**src/rtl/motion_sequencer.sv**
```systemverilog
`default_nettype none
// ============================================================================
// motion_sequencer : FIFO-fed motion command sequencer (IDLE/RUN/SETTLE/DONE)
// Optional post-move settle phase: define MOTION_SEQ_SETTLE_EN.  Rev 1.0
// ============================================================================
module motion_sequencer #(
    parameter int FIFO_DEPTH    = 4,
    parameter int SETTLE_CYCLES = 8
) (
    input  logic       clk,
    input  logic       reset,
    input  logic       cmd_valid,
    input  logic [9:0] cmd_data,
    output logic       cmd_ready,
    input  logic       tick,
    input  logic       abort,
    output logic       motor_en,
    output logic       motor_dir,
    output logic       turn_mode,
    output logic       curve,
    output logic [6:0] remaining,
    output logic [4:0] fifo_count,
    output logic       busy,
    output logic       done
);
    localparam int PTR_W = $clog2(FIFO_DEPTH);

    if (FIFO_DEPTH < 2 || FIFO_DEPTH > 16 || (FIFO_DEPTH & (FIFO_DEPTH - 1)) != 0 ||
        SETTLE_CYCLES < 1 || SETTLE_CYCLES > 255) begin : g_param_check
        $error("motion_sequencer: parameter out of range");
    end

`ifdef MOTION_SEQ_SETTLE_EN
    typedef enum logic [1:0] {IDLE = 2'd0, RUN = 2'd1, SETTLE = 2'd2, DONE = 2'd3} state_t;
`else
    typedef enum logic [1:0] {IDLE = 2'd0, RUN = 2'd1, DONE = 2'd3} state_t;
`endif

    state_t           state;
    state_t           state_next;
    logic [9:0]       queue_mem [FIFO_DEPTH];
    logic [PTR_W-1:0] wr_ptr;
    logic [PTR_W-1:0] rd_ptr;
    logic [9:0]       head;
    logic             push;
    logic             pop;
    logic             last_tick;

    assign cmd_ready = (fifo_count < 5'(FIFO_DEPTH));
    assign head      = queue_mem[rd_ptr];
    assign push      = cmd_valid && cmd_ready && !abort;
    assign pop       = (state == IDLE) && (fifo_count != 5'd0) && !abort;
    assign last_tick = (state == RUN) && tick && (remaining == 7'd1);
    assign busy      = (state != IDLE) || (fifo_count != 5'd0);
    assign done      = (state == DONE);

`ifdef MOTION_SEQ_SETTLE_EN
    logic [7:0] settle_cnt;
    logic       settle_end;

    assign settle_end = (settle_cnt == 8'(SETTLE_CYCLES - 1));

    // Counter sits at zero outside SETTLE, so it counts cycles spent in SETTLE.
    always_ff @(posedge clk or posedge reset) begin
        if (reset) begin
            settle_cnt <= 8'd0;
        end else if (abort || state != SETTLE) begin
            settle_cnt <= 8'd0;
        end else begin
            settle_cnt <= settle_cnt + 8'd1;
        end
    end
`endif

    always_ff @(posedge clk or posedge reset) begin
        if (reset) begin
            state <= IDLE;
        end else begin
            state <= state_next;
        end
    end

    always_comb begin
        state_next = state;
        if (abort) begin
            state_next = IDLE;
        end else begin
            case (state)
                IDLE: begin
                    if (pop) begin
                        state_next = (head[6:0] == 7'd0) ? DONE : RUN;
                    end
                end
                RUN: begin
                    if (last_tick) begin
`ifdef MOTION_SEQ_SETTLE_EN
                        state_next = SETTLE;
`else
                        state_next = DONE;
`endif
                    end
                end
`ifdef MOTION_SEQ_SETTLE_EN
                SETTLE: begin
                    if (settle_end) begin
                        state_next = DONE;
                    end
                end
`endif
                DONE:    state_next = IDLE;
                default: state_next = IDLE;
            endcase
        end
    end

    always_ff @(posedge clk or posedge reset) begin
        if (reset) begin
            motor_en  <= 1'b0;
            motor_dir <= 1'b0;
            turn_mode <= 1'b0;
            curve     <= 1'b0;
            remaining <= 7'd0;
        end else if (abort) begin
            motor_en  <= 1'b0;
            remaining <= 7'd0;
        end else if (pop) begin
            motor_dir <= head[9];
            turn_mode <= head[8];
            curve     <= head[7];
            remaining <= head[6:0];
            motor_en  <= (head[6:0] != 7'd0);
        end else if (state == RUN && tick && remaining != 7'd0) begin
            remaining <= remaining - 7'd1;
            if (last_tick) begin
                motor_en <= 1'b0;
            end
        end
    end

    always_ff @(posedge clk or posedge reset) begin
        if (reset) begin
            wr_ptr     <= '0;
            rd_ptr     <= '0;
            fifo_count <= 5'd0;
        end else if (abort) begin
            wr_ptr     <= '0;
            rd_ptr     <= '0;
            fifo_count <= 5'd0;
        end else begin
            if (push) begin
                wr_ptr <= wr_ptr + PTR_W'(1);
            end
            if (pop) begin
                rd_ptr <= rd_ptr + PTR_W'(1);
            end
            fifo_count <= fifo_count + {4'd0, push} - {4'd0, pop};
        end
    end

    // Storage needs no reset: entries are only read after being written.
    always_ff @(posedge clk) begin
        if (push) begin
            queue_mem[wr_ptr] <= cmd_data;
        end
    end

endmodule
`default_nettype wire
```
**config.mk**
```make
export PLATFORM = sky130hd
export DESIGN_NAME = motion_sequencer
export DESIGN_NICKNAME = d
export VERILOG_FILES = /design/src/rtl/motion_sequencer.sv
export SDC_FILE = /design/constraint.sdc
export NUM_CORES = 1
export LEC_CHECK = 0
export ABC_AREA = 0
export CORE_MARGIN = 5
export CORE_UTILIZATION = 55
export CTS_CLUSTER_SIZE = 25
export DETAILED_ROUTE_END_ITERATION = 16
export MAX_ROUTING_LAYER = met4
export PLACE_DENSITY_LB_ADDON = 0.2
export SYNTH_ARGS = -nofsm -noshare
export SYNTH_HDL_FRONTEND = slang
export SYNTH_SLANG_ARGS = --single-unit
export TNS_END_PERCENT = 20
```
**constraint.sdc**
```tcl
create_clock -name clk -period 4.5 [get_ports clk]
set_clock_uncertainty 0.2 [all_clocks]
set_input_delay 0.9 -clock clk [delete_from_list [all_inputs] [get_ports clk]]
set_output_delay 0.9 -clock clk [all_outputs]
set_load 0.01 [all_outputs]
```
==> results of run 1 <==
[worst register-to-register path, cell delays in order (launching register included)]
cell      delay, ns
dfrtp_1        0.41
inv_1          0.09
ha_1           0.15
or4b_1         0.46
nand2_1        0.34
nor2_1         0.19
ha_1           0.33
inv_1          0.06
ha_1           0.15
inv_1          0.05
fa_1           0.40
nand2b_1       0.16
a21oi_1        0.17
o21ai_0        0.12
a21oi_1        0.13
[synth_stat cells (all sizes together), types with 2 or more instances]
cell type	count	area [sq um]
dfrtp	22	551
nand4	2	12.5
and2	5	31.3
nand3	2	10.0
nor3	2	10.0
nand2	5	18.8
nor4	2	18.8
a211oi	6	45.0
or3	2	12.5
o211ai	3	27.5
ha	14	175
edfxtp	40	1200
nor2b	4	25.0
xor2	5	43.8
a21oi	6	30.0
mux4	10	259
a311oi	2	17.5
nor4b	2	17.5
clkbuf	5	28.8
inv	15	56.3
xnor2	5	43.8
nor2	20	75.1
mux2	3	33.8
buf	2	18.8
[report_power, final]
| group | internal (mW) | total [mW] | switching [mW] |
|---|---|---|---|
| clock network | 0.243 | 0.445 | 0.202 |
| logic | 0.418 | 0.830 | 0.411 |
| registers | 0.710 | 0.824 | 0.114 |
| total | 1.37 | 2.10 | 0.727 |
[through the flow]
stage	instances	hold WS, ns	util
after detailed placement	294	0.297	0.638
after global routing	310	0.323	0.674
after floorplan	197	0.295	-
after CTS	310	0.312	0.674
after global placement	294	0.298	0.638
final	310	0.309	0.674
[sequential cells by signal, indices dropped and copies added (netlist names)]
register    cells
motor_en        1
state           2
remaining       7
motor_dir       1
wr_ptr          2
rd_ptr          2
queue_mem      40
curve           1
fifo_count      5
turn_mode       1
[path summary, 6_finish.rpt]
path	start	end	slack, ns	depth (start not counted)
max	fifo_count[2]	fifo_count[4]	1.03	14
min	motor_dir	motor_dir	0.31	1
max reg2reg	fifo_count[2]	fifo_count[4]	1.03	14
min reg2reg	motor_dir	motor_dir	0.31	1
max in group asynchronous	reset	remaining[1]	2.75	2
min in group asynchronous	reset	fifo_count[0]	0.83	2
[placed cells by master (no fill, tap or decap), types with 3 or more instances in the layout]
cell             instances
dfrtp_1                 22
nor2b_1                  4
a211oi_1                 6
mux2_2                   3
and2_1                   5
nor2_1                  20
edfxtp_1                40
xnor2_1                  5
inv_1                   15
xor2_1                   5
ha_1                    14
nand2_1                  5
a21oi_1                  6
mux4_1                   9
clkdlybuf4s50_1         33
clkbuf_8                12
[logic make-up after synthesis]
logic type | share of synthesized area
flops | 0.608
simple gates | 0.0978
compound gates | 0.0578
buf+inv | 0.0361
fa+ha+maj | 0.0678
mux | 0.102
xor+xnor | 0.0304
[per-layer routing]
layer	vias to the layer above	track usage	share of wire	wire length [microns]
li1	812	-	-	-
met5	-	-	0	0
met2	49	0.302	0.51	2660
met3	6	0.0477	0.052	272
met1	825	0.218	0.42	2230
met4	0	0.0714	0.016	85
[cell type report]
class	instances	area [sq um]	share of cell area
Clock buffer	13	169	0.0491
Clock inverter	3	17.5	0.00509
Inverter	15	56.3	0.0164
Multi-Input combinational cell	113	1020	0.297
Sequential cell	62	1750	0.509
Tap cell	70	87.6	0.0254
Timing Repair Buffer	34	338	0.0981
==> out/results.txt, run 1 <==
port buffer count = 33
Post-route DRC = 0
vias per inst = 5.46
worst-margin pin slew = 0.818 ns
Synth Net Count = 227
pre-CTS WS = 0.906 ns
Clock transition at path regs = 0.07 ns
Final Worst Setup Slack = 1.03 ns
Critical Path Start Type = flop
initial antenna violation count = 0
Synth cell types = 42
PD cells = 610 nW/um^2
final wirelength = 5250 microns
Worst slew margin = 0.454
post-CTS sizing = 0
clock buffer depth = 2
CTS tree = built
total number of vias = 1692
CTS Hold Bufs = 0
worst-path cell chain = inv_1, ha_1, or4b_1, nand2_1, nor2_1, ha_1, inv_1, ha_1, inv_1, fa_1, nand2b_1, a21oi_1, o21ai_0, a21oi_1
Synth Register Bits = 62
worst hold path class = reg2reg
Hold Fails Final Rpt = 0
maximum VDD drop = 0.301 mV
fin. max-slew vios = 0
Final Power = 2.10 mW
Post-DP Area = 3260 sq um
fin area = 3440 sq um
routed length per instance = 16.9 microns
GRT Overall Usage = 0.184
1st-pass router iterations = 4
Final min period = 3.47 ns
Setup TNS = 0 ns
average size of a mapped cell = 14.6 sq um
Critical Path Slowest Stage Cell = or4b_1
number of global-route vias before repair = 1781
number of I/O pins = 34
fin crit share = 0.770
dpl hpwl = 3790 microns
Layout area overhead = 19.6%
Die Y = 82.4 microns
CP Data Arrival Time = 3.52 ns
CP peak stage delay = 0.46 ns
status = finished clean
Die Width = 82.4 microns
die area = 6780 sq um
Skew-Pair Late Insertion Delay = 0.33 ns
RSZ-0062 raised after global routing = no
Starting Density = 0.564
setup violators final = 0
CP delay by family, top = simple AND/OR/NAND/NOR gates
Max Freq = 0.288 GHz
final net count = 265
GRT overflow = 0
CORE AREA = 5110 sq um
CP Class = reg2reg
Critical Path Fanout Max = 13
placement row count = 26
synthesized instance count = 197
number of fill cells = 363
number of synthesized flops with an enable pin = 40
clk sinks = 62
CTS root buf = clkbuf_8
Final ANT Viol Nets = 0
drt initial violations = 99
n_diodes = 0
CTS buffer count = 9
largest net degree at the start of global routing = 23
RePlAce Congestion = 0.797
Post-Syn Area = 2880 sq um
first-pass GRT wire length = 8830 microns
share of cells above drive strength 1 = 0.0917
Ys Warns = 0
H-tree lvl count = 3
Post-CTS Setup Repair Bufs = 0
post-synthesis sequential area ratio = 0.608
WP data required = 4.56 ns
Main synth FF type = edfxtp_1
Worst setup EP type = flop
Max-Cap Viols = 0
Lkg Pwr = 1.29 nW
CP bufs+invs = 3
asr flop ratio synth = 0.355
Note: power is estimated with default switching activity, not from simulation.
==> run 2, diff against run 1 <==
==> constraint.sdc (replaced) <==
create_clock -name clk -period 3.22 [get_ports clk]
set_clock_uncertainty 0.2 [all_clocks]
set_input_delay 0.644 -clock clk [delete_from_list [all_inputs] [get_ports clk]]
set_output_delay 0.644 -clock clk [all_outputs]
set_load 0.01 [all_outputs]
==> out/results.txt, run 2 (synthesis gave the netlist of run 1 again) <==
status = finished clean
most common cell after layout, fill and taps aside = edfxtp_1
Final min period = 2.99 ns (-0.476 ns)
sequential cell area = 1750 sq um (unchanged)
Post-route DRC = 0 (unchanged)
Post-DP Area = 3290 sq um (+0.92%)
Final Util = 0.680 (+0.00588)
Largest Register = queue_mem
maximum VDD drop = 0.398 mV (+32%)
max reg flops = 40 (unchanged)
fin crit share = 0.929 (+0.158)
Worst setup EP type = flop
pre-CTS WS = -0.0486 ns (-0.954 ns)
CTS buffer count = 9 (unchanged)
CP Class = reg2reg
CORE AREA = 5110 sq um (unchanged)
CTS root buf = clkbuf_8
number of fill cells = 380 (+4.7%)
clk sinks = 62 (unchanged)
worst-margin pin slew = 0.849 ns (+0.0304 ns)
Starting Density = 0.564 (unchanged)
fin area = 3470 sq um (+0.87%)
Critical Path Fanout Max = 2 (-11)
number of I/O pins = 34 (unchanged)
Die Width = 82.4 microns (unchanged)
RePlAce Congestion = 0.868 (+8.8%)
WHS = 0.312 ns (+0.00367 ns)
initial antenna violation count = 0 (unchanged)
Max Freq = 0.334 GHz (+16%)
Critical Path Start Type = flop
Regs by FF count = queue_mem: 40 flops, remaining: 7 flops, fifo_count: 5 flops
RSZ-0062 raised after global routing = no
first-pass GRT wire length = 9120 microns (+3.4%)
final wirelength = 5590 microns (+6.6%)
n_diodes = 0 (unchanged)
share of cells above drive strength 1 = 0.131 (+0.0389)
port buffer count = 33 (unchanged)
die area = 6780 sq um (unchanged)
most frequent cells in the layout = edfxtp_1 (40), clkdlybuf4s50_1 (33), dfrtp_1 (22)
placement row count = 26 (unchanged)
routed length per instance = 17.7 microns (+4.9%)
Final Power = 2.97 mW (+41%)
CTS tree = built
Hold Fails Final Rpt = 0 (unchanged)
drt initial violations = 122 (+23%)
Skew-Pair Late Insertion Delay = 0.33 ns (about the same)
Layout area overhead = 20.6%
Lkg Pwr = 1.30 nW (+1.0%)
placed insts = 298 (+1.4%)
largest net degree at the start of global routing = 23 (unchanged)
vias per inst = 5.54 (+1.6%)
setup violators final = 0 (unchanged)
worst hold path class = reg2reg
final net count = 270 (+1.9%)
Max-Cap Viols = 0 (unchanged)
GRT overflow = 0 (unchanged)
Final Worst Setup Slack = 0.229 ns (-0.804 ns)
dpl hpwl = 4030 microns (+6.4%)
PD cells = 854 nW/um^2 (+40%)
clock buffer depth = 2 (unchanged)
fin. max-slew vios = 0 (unchanged)
Worst slew margin = 0.433 (-0.0203)
Clock transition at path regs = 0.07 ns (about the same)
CP Data Arrival Time = 3.05 ns (-0.47 ns)
Die Y = 82.4 microns (unchanged)
total number of vias = 1746 (+3.2%)
1st-pass router iterations = 4 (unchanged)
H-tree lvl count = 3 (unchanged)
fin cells = 315 (+1.6%)
Final ANT Viol Nets = 0 (unchanged)
WP data required = 3.28 ns (-1.28 ns)
number of global-route vias before repair = 1867 (+4.8%)
Setup TNS = 0 ns (unchanged)
area of the multi-input gates = 1040 sq um (+1.2%)
GRT Overall Usage = 0.195 (+0.0105)
run 2: cell type report:
cell class	count	share of cell area
timing repair buffer	39	0.108
inverter	15	0.0162
sequential	62	0.504
clock buffer	10	0.0367
tap	70	0.0252
clock inverter	6	0.0112
multi-input combinational	113	0.298
run 2: path summary, 6_finish.rpt:
kind	to	from	cells after the start	slack, ns
worst max-delay path	fifo_count[4]	fifo_count[2]	14	0.23
worst min register to register	motor_dir	motor_dir	1	0.31
worst max register to register	fifo_count[4]	fifo_count[2]	14	0.23
min in group asynchronous	fifo_count[0]	reset	2	0.58
worst min-delay path	motor_dir	motor_dir	1	0.31
max in group asynchronous	wr_ptr[1]	reset	2	1.71
run 2: routing by layer:
| metal | GRT usage | up-vias | wire [microns] |
|---|---|---|---|
| met3 | 0.0542 | 8 | 331 |
| met2 | 0.329 | 48 | 2920 |
| met5 | - | - | 0 |
| met4 | 0.0864 | 0 | 89 |
| li1 | - | 827 | - |
| met1 | 0.214 | 863 | 2250 |
run 2: critical path, cell delays in order (launching register included):
cell and delay [ns]:
dfrtp_1 0.39, inv_1 0.09, ha_1 0.17, or4b_4 0.46, nand2_1 0.09, nor2_1 0.06
ha_1 0.29, inv_1 0.05, ha_1 0.15, inv_1 0.06, fa_2 0.35, nand2b_1 0.17
a21oi_2 0.15, o21ai_1 0.08, a21oi_1 0.15
run 2: repair_timing:
item	4_1_cts	5_1_grt
hold buffers	0	0
endpoints found under the setup margin	0	1
buffers inserted	0	1
resized for setup	0	6
run 2: report_power, final:
group	switching [mW]	total (mW)	internal, mW
combinational	0.614	1.24	0.629
clock	0.293	0.569	0.276
sequential	0.165	1.16	0.992
total	1.07	2.97	1.90
==> run 3, diff against run 2 <==
--- a/config.mk
+++ b/config.mk
@@ -5,10 +5,10 @@
 export SDC_FILE = /design/constraint.sdc
 export NUM_CORES = 1
 export LEC_CHECK = 0
-export ABC_AREA = 0
+export ABC_AREA = 1
 export CORE_MARGIN = 5
 export CORE_UTILIZATION = 55
-export CTS_CLUSTER_SIZE = 25
+export CTS_CLUSTER_SIZE = 30
 export DETAILED_ROUTE_END_ITERATION = 16
 export MAX_ROUTING_LAYER = met4
 export PLACE_DENSITY_LB_ADDON = 0.2
==> out/results.txt, run 3 <==
CTS root buf = clkbuf_8
Ys Warns = 0 (unchanged)
worst-path cell chain = inv_1, ha_1, inv_1, nor2_1, nand2_1, nor2_1, inv_1, ha_1, inv_1, ha_1, inv_1, fa_1, inv_1, a21oi_1, o21bai_1, xor2_1, nor2_1
Post-CTS Setup Repair Bufs = 0 (unchanged)
post-synthesis compound-gate area fraction = 0.0653 (+0.00748)
total number of vias = 2120 (+21%)
asr flop ratio synth = 0.355 (unchanged)
average size of a mapped cell = 9.74 sq um (-33%)
Critical Path Start Type = flop
count leader, synth = nand2_1
mux contribution to synthesized area = 0 (-0.102)
Die Y = 83.3 microns (+1.1%)
Worst setup EP type = flop
die area = 6930 sq um (+2.2%)
PD cells = 878 nW/um^2 (+2.8%)
CP Data Arrival Time = 3.01 ns (-0.04 ns)
most used cell, CP = inv_1
Post-route DRC = 0 (unchanged)
Critical Path Fanout Max = 3 (+1)
placement row count = 26 (unchanged)
Max-Cap Viols = 0 (unchanged)
vias per inst = 5.00 (-9.8%)
most frequent cells in the layout = nand2_1 (88), edfxtp_1 (40), inv_1 (33), clkdlybuf4s50_1 (33), nor2_1 (27)
pre-CTS WS = 0.0330 ns (+0.0816 ns)
Final min period = 2.98 ns (-0.0111 ns)
Simple-Gate Fraction of Synth Area = 0.201 (+0.103)
adder-cell share of the synthesized area = 0.0661 (-0.00167)
drt initial violations = 166 (+36%)
dpl hpwl = 3820 microns (-5.2%)
Setup TNS = 0 ns (unchanged)
largest net degree at the start of global routing = 24 (+4.3%)
CTS buffer count = 9 (unchanged)
RePlAce Congestion = 0.870 (+0.32%)
biggest area consumer among synthesized cells = edfxtp_1
top cell type's share of synthesized area = 0.407 (-0.0103)
WP data required = 3.25 ns (-0.03 ns)
Largest Register = queue_mem
Final ANT Viol Nets = 0 (unchanged)
CTS tree = built
Synth Net Count = 333 (+47%)
synthesized instance count = 303 (+54%)
CORE AREA = 5170 sq um (+1.3%)
most common cell after layout, fill and taps aside = nand2_1
Post-Syn Area = 2950 sq um (+2.5%)
number of fill cells = 401 (+5.5%)
number of synthesized flops with an enable pin = 40 (unchanged)
Die Width = 83.3 microns (+1.1%)
CP Class = reg2reg
setup violators final = 0 (unchanged)
worst hold path class = reg2reg
routed length per instance = 13.5 microns (-24%)
Worst slew margin = 0.453 (+0.0195)
fin crit share = 0.925 (-0.00346)
Starting Density = 0.571 (+0.00694)
Final Worst Setup Slack = 0.241 ns (+0.0111 ns)
port buffer count = 33 (unchanged)
clock buffer depth = 2 (unchanged)
Max Freq = 0.336 GHz (+0.37%)
Main synth FF type = edfxtp_1
Synth cell types = 28 (-33%)
CTS Hold Bufs = 0 (unchanged)
max reg flops = 40 (unchanged)
main combinational cell family by area after synthesis = simple AND/OR/NAND/NOR gates
final net count = 379 (+40%)
clk sinks = 62 (unchanged)
placed insts = 408 (+37%)
CP peak stage delay = 0.38 ns (-0.08 ns)
Clock transition at path regs = 0.07 ns (about the same)
post-synthesis sequential area ratio = 0.593 (-0.0150)
first-pass GRT wire length = 9920 microns (+8.7%)
Regs by FF count = queue_mem: 40 flops, remaining: 7 flops, fifo_count: 5 flops
fin. max-slew vios = 0 (unchanged)
Synth Register Bits = 62 (unchanged)
Critical Path Slowest Stage Cell = dfrtp_1
worst-margin pin slew = 0.820 ns (-0.0292 ns)
RSZ-0062 raised after global routing = no
maximum VDD drop = 0.397 mV (-0.37%)
1st-pass router iterations = 4 (unchanged)
number of global-route vias before repair = 2062 (+10%)
GRT overflow = 0 (unchanged)
n_diodes = 0 (unchanged)
status = finished clean
initial antenna violation count = 0 (unchanged)
sequential cell area = 1750 sq um (unchanged)
fin cells = 424 (+35%)
Hold Fails Final Rpt = 0 (unchanged)
Skew-Pair Late Insertion Delay = 0.34 ns (about the same)
GRT Overall Usage = 0.188 (-0.00658)
H-tree lvl count = 3 (unchanged)
final wirelength = 5740 microns (+2.8%)
Post-Synth XOR/XNOR Area = 0.0119 (-0.0186)
post-CTS sizing = 0 (unchanged)
area of the multi-input gates = 1010 sq um (-2.1%)
share of cells above drive strength 1 = 0.0989 (-0.0317)
most frequent cells after synthesis = nand2_1 (88), edfxtp_1 (40), inv_1 (33)
main area contributors after synthesis = edfxtp_1 (41%), dfrtp_1 (19%), nand2_1 (11%), ha_1 (5.9%), inv_1 (4.2%)
number of I/O pins = 34 (unchanged)
Lkg Pwr = 1.60 nW (+23%)
Layout area overhead = 23.8%
-- run 3: changes by cell type after synthesis, sizes merged, moves of 9 or more --
cell	change
mux4	-10
nand2	+83
inv	+20
nor2	+9
o21ai	+20
nand3	+22
-- run 3: worst paths after layout --
| kind | from | to | slack, ns | cells after the start |
|---|---|---|---|---|
| setup / recovery | fifo_count[3] | fifo_count[4] | 0.24 | 17 |
| hold / removal | turn_mode | turn_mode | 0.28 | 2 |
| setup reg to reg | fifo_count[3] | fifo_count[4] | 0.24 | 17 |
| hold reg to reg | turn_mode | turn_mode | 0.28 | 2 |
| max in group asynchronous | reset | remaining[1] | 1.75 | 2 |
| min in group asynchronous | reset | fifo_count[1] | 0.56 | 2 |
-- run 3: worst max-delay path, delay by kind of cell (launching register included) --
kind	cells	cell delay (ns)
buf+inv	6	0.44
compound gates	2	0.23
simple gates	4	0.50
fa+ha+maj	4	0.94
xor+xnor	1	0.17
flops	1	0.38
-- run 3: stage by stage --
stage / power [mW] / util / hold WS, ns / instance area, sq um
2_1_floorplan: 1.91 / - / 0.316 / 2950
6_report: 3.21 / 0.707 / 0.279 / 3650
3_5_place_dp: 2.31 / 0.656 / 0.265 / 3390
5_1_grt: 3.47 / 0.707 / 0.304 / 3650
4_1_cts: 3.23 / 0.707 / 0.283 / 3650
3_3_place_gp: 2.29 / 0.656 / 0.264 / 3390
-- run 3: power breakdown --
part           total [mW]  internal, mW  switching [mW]
registers            1.10         0.976           0.128
logic                1.21         0.512           0.698
clock network       0.896         0.593           0.303
-- run 3: per-layer routing --
metal	GRT usage	routed length (microns)
met5	-	0
met4	0.0758	50
met3	0.0614	342
met2	0.289	2850
met1	0.231	2500
-- run 3: kinds of logic (layout without fill, tap and decap cells) --
logic type               count (synthesis)  count (layout)
XOR/XNOR                                 4               4
AND/OR/NAND/NOR                        144             144
AO/OA/AOI/OAI                           34              34
flip-flops                              62              62
buffers and inverters                   44              95
adder cells (fa/ha/maj)                 15              15
-- run 3: area by class of cell --
class	count	area share
Timing Repair Buffer	42	0.109
Inverter	37	0.0387
Clock inverter	6	0.0366
Multi-Input combinational cell	197	0.278
Tap cell	70	0.0240
Sequential cell	62	0.479
Clock buffer	10	0.0349
